===== src/rtl/pipe_stage_reg_if.sv =====
// Purpose : payload bundle carried between two MIPS pipeline stages
//           (valid bit, control bits, data payload, destination register index).
// Modports: master - drives the bundle (stage output side)
//           slave  - receives the bundle (stage input side)
interface pipe_stage_reg_if #(
   parameter int unsigned DATA_W = 64,
   parameter int unsigned CTRL_W = 3,
   parameter int unsigned REG_W  = 5
);
   logic              valid;
   logic [CTRL_W-1:0] ctrl;
   logic [DATA_W-1:0] data;
   logic [REG_W-1:0]  writereg;

   modport master (output valid, ctrl, data, writereg);
   modport slave  (input  valid, ctrl, data, writereg);
endinterface


===== src/rtl/pipe_stage_reg.sv =====
// Purpose : inter-stage pipeline register (ID/EX, EX/MEM, MEM/WB) made of DEPTH
//           slices, with hazard-unit stall (hold) and flush (bubble insertion),
//           plus saturating stall/flush event counters.
// Ports   : i_clk       clock, rising edge
//           i_rst       synchronous active-high reset
//           i_stall     hold every slice this cycle
//           i_flush     kill every slice this cycle (valid=0, ctrl=0)
//           i_cntclr    clear both event counters
//           i_e         upstream bundle (valid/ctrl/data/writereg), slave side
//           o_m         downstream bundle from the last slice, master side
//           o_stallcnt  cycles in which a stall took effect (saturating)
//           o_flushcnt  flush cycles (saturating)
module pipe_stage_reg #(
   parameter int unsigned DATA_W = 64,
   parameter int unsigned CTRL_W = 3,
   parameter int unsigned REG_W  = 5,
   parameter int unsigned DEPTH  = 1,
   parameter int unsigned CNT_W  = 16
) (
   input  logic                     i_clk,
   input  logic                     i_rst,
   input  logic                     i_stall,
   input  logic                     i_flush,
   input  logic                     i_cntclr,
   pipe_stage_reg_if.slave          i_e,
   pipe_stage_reg_if.master         o_m,
   output logic [CNT_W-1:0]         o_stallcnt,
   output logic [CNT_W-1:0]         o_flushcnt
);

   localparam logic [CNT_W-1:0] CNT_MAX = '1;

   // Slice count is limited to what the hazard unit is designed around.
   if (DEPTH < 1 || DEPTH > 4) begin : g_bad_depth
      $error("pipe_stage_reg: DEPTH must be in 1..4");
   end

   // Pipeline slices; index 0 captures the inputs, DEPTH-1 drives the outputs.
   logic [DEPTH-1:0]             r_valid;
   logic [DEPTH-1:0][CTRL_W-1:0] r_ctrl;
   logic [DEPTH-1:0][DATA_W-1:0] r_data;
   logic [DEPTH-1:0][REG_W-1:0]  r_wreg;

   logic [CNT_W-1:0] r_stallcnt;
   logic [CNT_W-1:0] r_flushcnt;
   logic [CNT_W-1:0] w_stallcnt_nxt;
   logic [CNT_W-1:0] w_flushcnt_nxt;
   logic [CTRL_W-1:0] w_ctrl_in;

   // Bubble rule: an invalid slot never carries live control bits.
   assign w_ctrl_in = i_e.valid ? i_e.ctrl : '0;

   // Slice update: reset > flush > stall > shift.
   always_ff @(posedge i_clk) begin
      if (i_rst) begin
         r_valid <= '0;
         r_ctrl  <= '0;
         r_data  <= '0;
         r_wreg  <= '0;
      end else if (i_flush) begin
         // Data and index are left as-is; they are meaningless once valid=0.
         r_valid <= '0;
         r_ctrl  <= '0;
      end else if (!i_stall) begin
         r_valid[0] <= i_e.valid;
         r_ctrl[0]  <= w_ctrl_in;
         r_data[0]  <= i_e.data;
         r_wreg[0]  <= i_e.writereg;
         for (int i = 1; i < int'(DEPTH); i++) begin
            r_valid[i] <= r_valid[i-1];
            r_ctrl[i]  <= r_ctrl[i-1];
            r_data[i]  <= r_data[i-1];
            r_wreg[i]  <= r_wreg[i-1];
         end
      end
   end

   // Event counter next values; clear wins over any increment.
   always_comb begin
      w_stallcnt_nxt = r_stallcnt;
      w_flushcnt_nxt = r_flushcnt;
      if (i_cntclr) begin
         w_stallcnt_nxt = '0;
         w_flushcnt_nxt = '0;
      end else if (i_flush) begin
         if (r_flushcnt != CNT_MAX) begin
            w_flushcnt_nxt = r_flushcnt + CNT_W'(1);
         end
      end else if (i_stall) begin
         if (r_stallcnt != CNT_MAX) begin
            w_stallcnt_nxt = r_stallcnt + CNT_W'(1);
         end
      end
   end

   // Event counter registers.
   always_ff @(posedge i_clk) begin
      if (i_rst) begin
         r_stallcnt <= '0;
         r_flushcnt <= '0;
      end else begin
         r_stallcnt <= w_stallcnt_nxt;
         r_flushcnt <= w_flushcnt_nxt;
      end
   end

   assign o_m.valid    = r_valid[DEPTH-1];
   assign o_m.ctrl     = r_ctrl[DEPTH-1];
   assign o_m.data     = r_data[DEPTH-1];
   assign o_m.writereg = r_wreg[DEPTH-1];
   assign o_stallcnt   = r_stallcnt;
   assign o_flushcnt   = r_flushcnt;

endmodule

===== src/flat_wrapper.sv =====
// flat-port wrapper written by rule: the top's interface ports become plain ports
module pipe_stage_reg_flat 
#(
   parameter int unsigned DATA_W = 64,
   parameter int unsigned CTRL_W = 3,
   parameter int unsigned REG_W  = 5,
   parameter int unsigned DEPTH  = 1,
   parameter int unsigned CNT_W  = 16
)
  (i_clk, i_rst, i_stall, i_flush, i_cntclr, o_stallcnt, o_flushcnt, i_e_valid, i_e_ctrl, i_e_data, i_e_writereg, o_m_valid, o_m_ctrl, o_m_data, o_m_writereg);
  pipe_stage_reg_if #(.DATA_W(DATA_W), .CTRL_W(CTRL_W), .REG_W(REG_W)) i_e_i ();
  pipe_stage_reg_if #(.DATA_W(DATA_W), .CTRL_W(CTRL_W), .REG_W(REG_W)) o_m_i ();
  input  logic i_clk;
  input  logic i_rst;
  input  logic i_stall;
  input  logic i_flush;
  input  logic i_cntclr;
  output logic [CNT_W-1:0] o_stallcnt;
  output logic [CNT_W-1:0] o_flushcnt;
  input wire logic [$bits(i_e_i.valid)-1:0] i_e_valid;
  input wire logic [$bits(i_e_i.ctrl)-1:0] i_e_ctrl;
  input wire logic [$bits(i_e_i.data)-1:0] i_e_data;
  input wire logic [$bits(i_e_i.writereg)-1:0] i_e_writereg;
  output wire logic [$bits(o_m_i.valid)-1:0] o_m_valid;
  output wire logic [$bits(o_m_i.ctrl)-1:0] o_m_ctrl;
  output wire logic [$bits(o_m_i.data)-1:0] o_m_data;
  output wire logic [$bits(o_m_i.writereg)-1:0] o_m_writereg;
  assign i_e_i.valid = i_e_valid;
  assign i_e_i.ctrl = i_e_ctrl;
  assign i_e_i.data = i_e_data;
  assign i_e_i.writereg = i_e_writereg;
  assign o_m_valid = o_m_i.valid;
  assign o_m_ctrl = o_m_i.ctrl;
  assign o_m_data = o_m_i.data;
  assign o_m_writereg = o_m_i.writereg;
  pipe_stage_reg #(.DATA_W(DATA_W), .CTRL_W(CTRL_W), .REG_W(REG_W), .DEPTH(DEPTH), .CNT_W(CNT_W)) u_core (.i_clk(i_clk), .i_rst(i_rst), .i_stall(i_stall), .i_flush(i_flush), .i_cntclr(i_cntclr), .i_e(i_e_i), .o_m(o_m_i), .o_stallcnt(o_stallcnt), .o_flushcnt(o_flushcnt));
endmodule

===== config.mk =====
export PLATFORM = sky130hd
export DESIGN_NAME = pipe_stage_reg_flat
export DESIGN_NICKNAME = d
export VERILOG_FILES = /design/src/rtl/pipe_stage_reg_if.sv /design/src/rtl/pipe_stage_reg.sv /design/src/flat_wrapper.sv
export SDC_FILE = /design/constraint.sdc
export NUM_CORES = 1
export LEC_CHECK = 0
export BUFFER_PORTS_ARGS = -buffer_cell sky130_fd_sc_hd__buf_2
export CORE_ASPECT_RATIO = 0.75
export CORE_MARGIN = 4
export CORE_UTILIZATION = 40
export DETAILED_ROUTE_END_ITERATION = 7
export GPL_TIMING_DRIVEN = 0
export PLACE_DENSITY = 0.69
export SETUP_SLACK_MARGIN = 0.05
export SKIP_LAST_GASP = 1
export SLEW_MARGIN = 20
export SYNTH_ARGS = -nofsm -noshare
export SYNTH_HDL_FRONTEND = slang
export SYNTH_SLANG_ARGS = --single-unit

===== constraint.sdc =====
create_clock -name i_clk -period 2.9 [get_ports i_clk]
set_input_delay 0.29 -clock i_clk [delete_from_list [all_inputs] [get_ports i_clk]]
set_output_delay 0.29 -clock i_clk [all_outputs]
set_load 0.01 [all_outputs]

==> impl_metrics.tcl, run 1 <==
set metrics [dict create \
    area_growth_pct 32.2 \
    fmax_mhz 506 \
    synth_area_leaders "dfxtp_1 (50%), nand2_1 (14%), a21oi_1 (11%)" \
    port_buffers 181 \
    rr_startpoint "u_core.o_flushcnt[0]$_SDFFE_PP0P_" \
    synth_fa_ha_area_frac 0.00599 \
    slew_violations 0 \
    start_util 0.408 \
    period_minus_slack_ps 1980 \
    hold_class "in2reg" \
    setup_ws_ps 923 \
    drt_iter0_drc 192 \
    cap_violations 0 \
    die_y_um 96.5 \
    cts_resized 0 \
    grt_util_all_layers 0.185 \
    root_buffer "clkbuf_16" \
    grt_pass1_wl_um 18400 \
    grt_max_degree 18 \
    p_per_area_nw_per_um2 526 \
    finish.net_count 778 \
    p_total_w 0.00291 \
    cts_max_level 3 \
    most-common-layout-cells "buf_2 (185), nand2_1 (152), dfxtp_1 (105)" \
    postSynthCellCount 506 \
    fin_worst_skew_ps 7.88 \
    ys_ff_latch 105 \
    reg2reg_depth 5 \
    critPathSlowestCell "nor4_2" \
    grt_pass1_vias 3800 \
    arrival_ps 2250 \
    gp_congestion 0.844 \
    die_w_um 126 \
    tritoncts "done" \
    diodes 0 \
    holdWs_ps 177 \
    numCtsBuffers 9 \
    io_pins 183 \
    synth_compound_area_frac 0.183 \
    cts.clk_slew.worst_paths_ps 70 \
    die-area_um2 12200 \
    syn_nets 586 \
    synth.avg_cell_area_um2 8.26 \
    post_route_cells_drive_above_1_share 0.308 \
    path_cells "ha_1, nand4_2, nor4_2, o21ai_0, a21oi_1" \
    tns_ps 0 \
    place_ws_ps 920 \
    synth_top_family_by_area "simple AND/OR/NAND/NOR gates" \
    overflow 0 \
    cp_max_fo 7 \
    ys_warn_count 0 \
    synth.top_cell.area_share 0.503 \
    critPathLaunch "u_core.o_flushcnt[0]$_SDFFE_PP0P_" \
    clk_latency_ps 340 \
    rows 32 \
    synthMuxAreaShare 0 \
    wire_per_inst_um 14.1 \
    core_area_um2 10200 \
    yosysTopAreaCell "dfxtp_1" \
    fin_util 0.539 \
    hold_viol_final 0 \
    finalSetupViolations 0 \
    cp-start-kind "register" \
    antenna_found_initial 0 \
    crit_end "u_core.o_flushcnt[6]$_SDFFE_PP0P_" \
    r2r_slack_ps 920 \
    critPathKind "reg2reg" \
    yosys.area_share.simple 0.275 \
    run_status "finished, final reports clean" \
    worst_pin_slew_ps 585 \
    rr_endpoint "u_core.o_flushcnt[6]$_SDFFE_PP0P_" \
    period_share 0.682 \
    mostFrequentLayoutCell "buf_2" \
    cp_data_required_time_ps 3170 \
    max-slew-margin-rel 0.610 \
    clock_sinks 105 \
    vias 4276 \
    endpoint_kind "register" \
    async_flop_share 0 \
    firstDrtPassIters 4 \
    max_stage_delay_ps 540 \
    post_cts_buffers 0 \
    synthFlopType "dfxtp_1" \
    clock_path_buffers 2 \
    p_leak_nw 2.38 \
    holdBufCountCts 0 \
    synthXorXnorAreaFrac 0.00419 \
    peakVddDrop_v 0.000315 \
    ys_types 40 \
    netlist_area_um2 4180 \
    seq_area_frac_synth 0.503 \
    ant_nets 0 \
    rsz0062_at_grt "no" \
    viasPerCell 5.10 \
    fillers 1018 \
    drc 0 \
    routed_wl_um 11800 \
    synth_edf_count 0 \
    dpl.hpwl_um 9090 \
]
==> power breakdown <==
part,switching [W],internal (W),total [W]
Combinational,0.000156,0.000112,0.000269
Clock,0.000548,0.000579,0.00113
Sequential,0.0000236,0.00149,0.00151
==> metal layers <==
layer,vias to the layer above,track usage,part of all wire,routed length (um)
met2,129,0.289,0.46,5460
met5,-,0,0,0
met4,0,0.0500,0.015,172
met3,17,0.0621,0.073,858
met1,1968,0.247,0.45,5340
li1,2162,-,-,-
==> layout make-up <==
type	count	area (um2)	share of cell area
buffer	28	118	0.0213
clock buffer	9	225	0.0408
clock inverter	6	43.8	0.00793
inverter	1	3.75	0.000679
multi-input combinational	372	1960	0.354
sequential	105	2100	0.380
tap	136	170	0.0308
timing repair buffer	181	906	0.164
==> cells by family (layout without fill, tap and decap cells) <==
kind of cell,count (synthesis),count (layout)
AO/OA/AOI/OAI,130,130
adder cells (fa/ha/maj),2,2
XOR/XNOR,2,2
buffers and inverters,29,225
flip-flops,105,105
AND/OR/NAND/NOR,238,238
==> sequential cells by signal, indices dropped and copies added (netlist names) <==
name	count
u_core.o_m.data	64
u_core.o_flushcnt	16
u_core.o_stallcnt	16
u_core.o_m.writereg	5
u_core.o_m.ctrl	3
u_core.o_m.valid	1
==> worst max-delay path, delay by kind of cell, from the launching register on <==
kind            cells  cell delay, ps
compound gates      2             320
fa+ha+maj           1             310
flops               1             480
simple gates        2             790
==> synth_stat cells (3+ instances only) <==
cell,count
a21oi_1,91
a22oi_1,3
and3_1,3
and4_1,4
buf_2,4
clkbuf_1,22
dfxtp_1,105
nand2_1,152
nand3_1,13
nand4_1,6
nor2_1,11
nor3_1,11
nor4_1,3
o211ai_1,4
o21ai_0,12
o31ai_1,10
o41ai_1,3
or3_1,12
or4_1,8
==> worst min path at each step <==
stage / start / to / slack, ps / cells past startpoint
after floorplan: i_e_data[0] / u_core.o_m.data[0]$_SDFFE_PP0P_ / 430 / 2
after detailed placement: u_core.o_m.data[29]$_SDFFE_PP0P_ / u_core.o_m.data[29]$_SDFFE_PP0P_ / 440 / 2
after CTS: i_e_data[50] / u_core.o_m.data[50]$_SDFFE_PP0P_ / 170 / 3
final: i_e_data[50] / u_core.o_m.data[50]$_SDFFE_PP0P_ / 180 / 3
after global placement: u_core.o_m.data[63]$_SDFFE_PP0P_ / u_core.o_m.data[63]$_SDFFE_PP0P_ / 440 / 2
after global routing: i_e_data[25] / u_core.o_m.data[25]$_SDFFE_PP0P_ / 170 / 3
==> per-stage QoR <==
stage	cell area (um2)	cells
CTS	5530	838
finish	5530	838
floorplan	4180	506
global placement	5260	823
detailed placement	5260	823
global route	5530	838
No activity file was read; power rests on OpenSTA's default activity.
==> run 2, diff against run 1 <==
- PLACE_DENSITY: 0.69 -> 0.72
- clock period: 2.9 -> 1.8 ns (I/O delays scaled with it)
==> impl_metrics.tcl, run 2 (synthesis results as in run 1) <==
set metrics [dict create \
    period_minus_slack_ps 1670 \
    peakVddDrop_v 0.000513 \
    cap_violations 0 \
    fin_cells 850 \
    overflow 0 \
    grt_util_all_layers 0.188 \
    area_growth_pct 38.0 \
    max-slew-margin-rel 0.582 \
    post_route_cells_drive_above_1_share 0.333 \
    p_leak_nw 2.50 \
    dpl.hpwl_um 9180 \
    tritoncts "done" \
    finalSetupViolations 0 \
    hold_class "in2reg" \
    die_w_um 126 \
    swShare 0.223 \
    vias 4341 \
    viasPerCell 5.11 \
    io_pins 183 \
    reg2reg_depth 4 \
    critPathLaunch "u_core.o_stallcnt[2]$_SDFFE_PP0P_" \
    die_y_um 96.5 \
    finish.net_count 790 \
    critPathKind "reg2reg" \
    hp-start "i_e_data[52]" \
    seqPwrFrac 0.481 \
    drc 0 \
    rows 32 \
    clock_sinks 105 \
    setup_ws_ps 130 \
    cts.clk_slew.worst_paths_ps 70 \
    comb_power_share 0.088 \
    grt_pass1_vias 3803 \
    cp_max_fo 6 \
    slew_violations 0 \
    hold_viol_final 0 \
    run_status "finished, final reports clean" \
    clk_latency_ps 330 \
    endpoint_kind "register" \
    ant_nets 0 \
    grt_pass1_wl_um 18900 \
    core_area_um2 10200 \
    fin_worst_skew_ps 4.24 \
    diodes 0 \
    wire_per_inst_um 14.4 \
    rsz0062_at_grt "yes" \
    grt_max_degree 17 \
    largest_reg_flops 64 \
    root_buffer "clkbuf_16" \
    routed_wl_um 12300 \
    cp-start-kind "register" \
    gp_congestion 0.923 \
    internal-power_w 0.00393 \
    most-common-layout-cells "buf_2 (185), nand2_1 (151), dfxtp_1 (101)" \
    die-area_um2 12200 \
    p_clk_frac 0.431 \
    clock_path_buffers 2 \
    mostFrequentLayoutCell "buf_2" \
    antenna_found_initial 0 \
    rr_startpoint "u_core.o_stallcnt[2]$_SDFFE_PP0P_" \
    p_per_area_nw_per_um2 877 \
    p_switching_w 0.00113 \
    numCtsBuffers 9 \
    cp_data_required_time_ps 2060 \
    arrival_ps 1930 \
    cts_max_level 3 \
    place_ws_ps -158 \
    dpl.cell_count 823 \
    worst_pin_slew_ps 627 \
    port_buffers 181 \
    start_util 0.408 \
    period_share 0.928 \
    firstDrtPassIters 4 \
    drt_iter0_drc 246 \
    holdPathStages 3 \
    fillers 970 \
    r2r_slack_ps 130 \
    fmax_mhz 599 \
]
run 2: cell count changes in the layout (fill, tap and decap cells not counted), moves of 2 or more:
cell and change:
dfxtp_4 +4, buf_4 +12, and4_4 +2, dfxtp_1 -4, bufinv_16 +3, nand4_2 -2
ha_1 -2, nand4_4 +2, clkinvlp_4 -2, ha_4 +2
run 2: area by class of cell:
cell class                      instances  area [um2]  share of cell area
Buffer                                 28         118              0.0204
Inverter                                1        3.75            0.000651
Tap cell                              136         170              0.0295
Clock inverter                          5         105              0.0182
Clock buffer                           10         229              0.0397
Timing Repair Buffer                  193         996               0.173
Multi-Input combinational cell        372        2030               0.352
Sequential cell                       105        2120               0.367
run 2: final timing paths:
path,end
setup / recovery,u_core.o_stallcnt[9]$_SDFFE_PP0P_
hold / removal,u_core.o_m.data[52]$_SDFFE_PP0P_
setup reg to reg,u_core.o_stallcnt[9]$_SDFFE_PP0P_
hold reg to reg,u_core.o_m.data[19]$_SDFFE_PP0P_
run 2: power groups by stage:
stage	Sequential (W)	Clock (W)	Combinational, W
floorplan	0.00252	0	0.000181
global placement	0.00249	0	0.000430
detailed placement	0.00249	0	0.000439
CTS	0.00244	0.00223	0.000443
global route	0.00244	0.00232	0.000501
finish	0.00243	0.00218	0.000446
run 2: what timing repair did:
item	in CTS	in global routing
gates resized for setup	8	9
hold endpoints to repair	0	0
endpoints found under the setup margin	14	23
pin swaps	2	7
hold buffers	0	0
setup buffers	1	11
run 2: through the flow:
step | hold slack [ps] | area, um2 | utilization | total power [W] | TNS [ps]
finish | 81.3 | 5770 | 0.563 | 0.00506 | 0
detailed placement | 427 | 5260 | 0.514 | 0.00293 | -1410
CTS | 63.0 | 5650 | 0.551 | 0.00512 | 0
floorplan | 316 | 4190 | - | 0.00271 | 0
global route | 72.8 | 5770 | 0.563 | 0.00526 | 0
global placement | 421 | 5260 | 0.514 | 0.00292 | -750
run 2: routing by layer:
metal  vias up  wire, um  GRT usage
met1      1974      5450      0.246
met3        18       952     0.0577
met5         -         0          0
met4         0       179     0.0527
li1       2193         -          -
met2       156      5700      0.302
run 2: worst max-delay path, stage by stage, from the launching register on:
cell and delay (ps):
dfxtp_1 460, and4_2 310, nand2_1 150, or4_1 520
a21oi_1 150
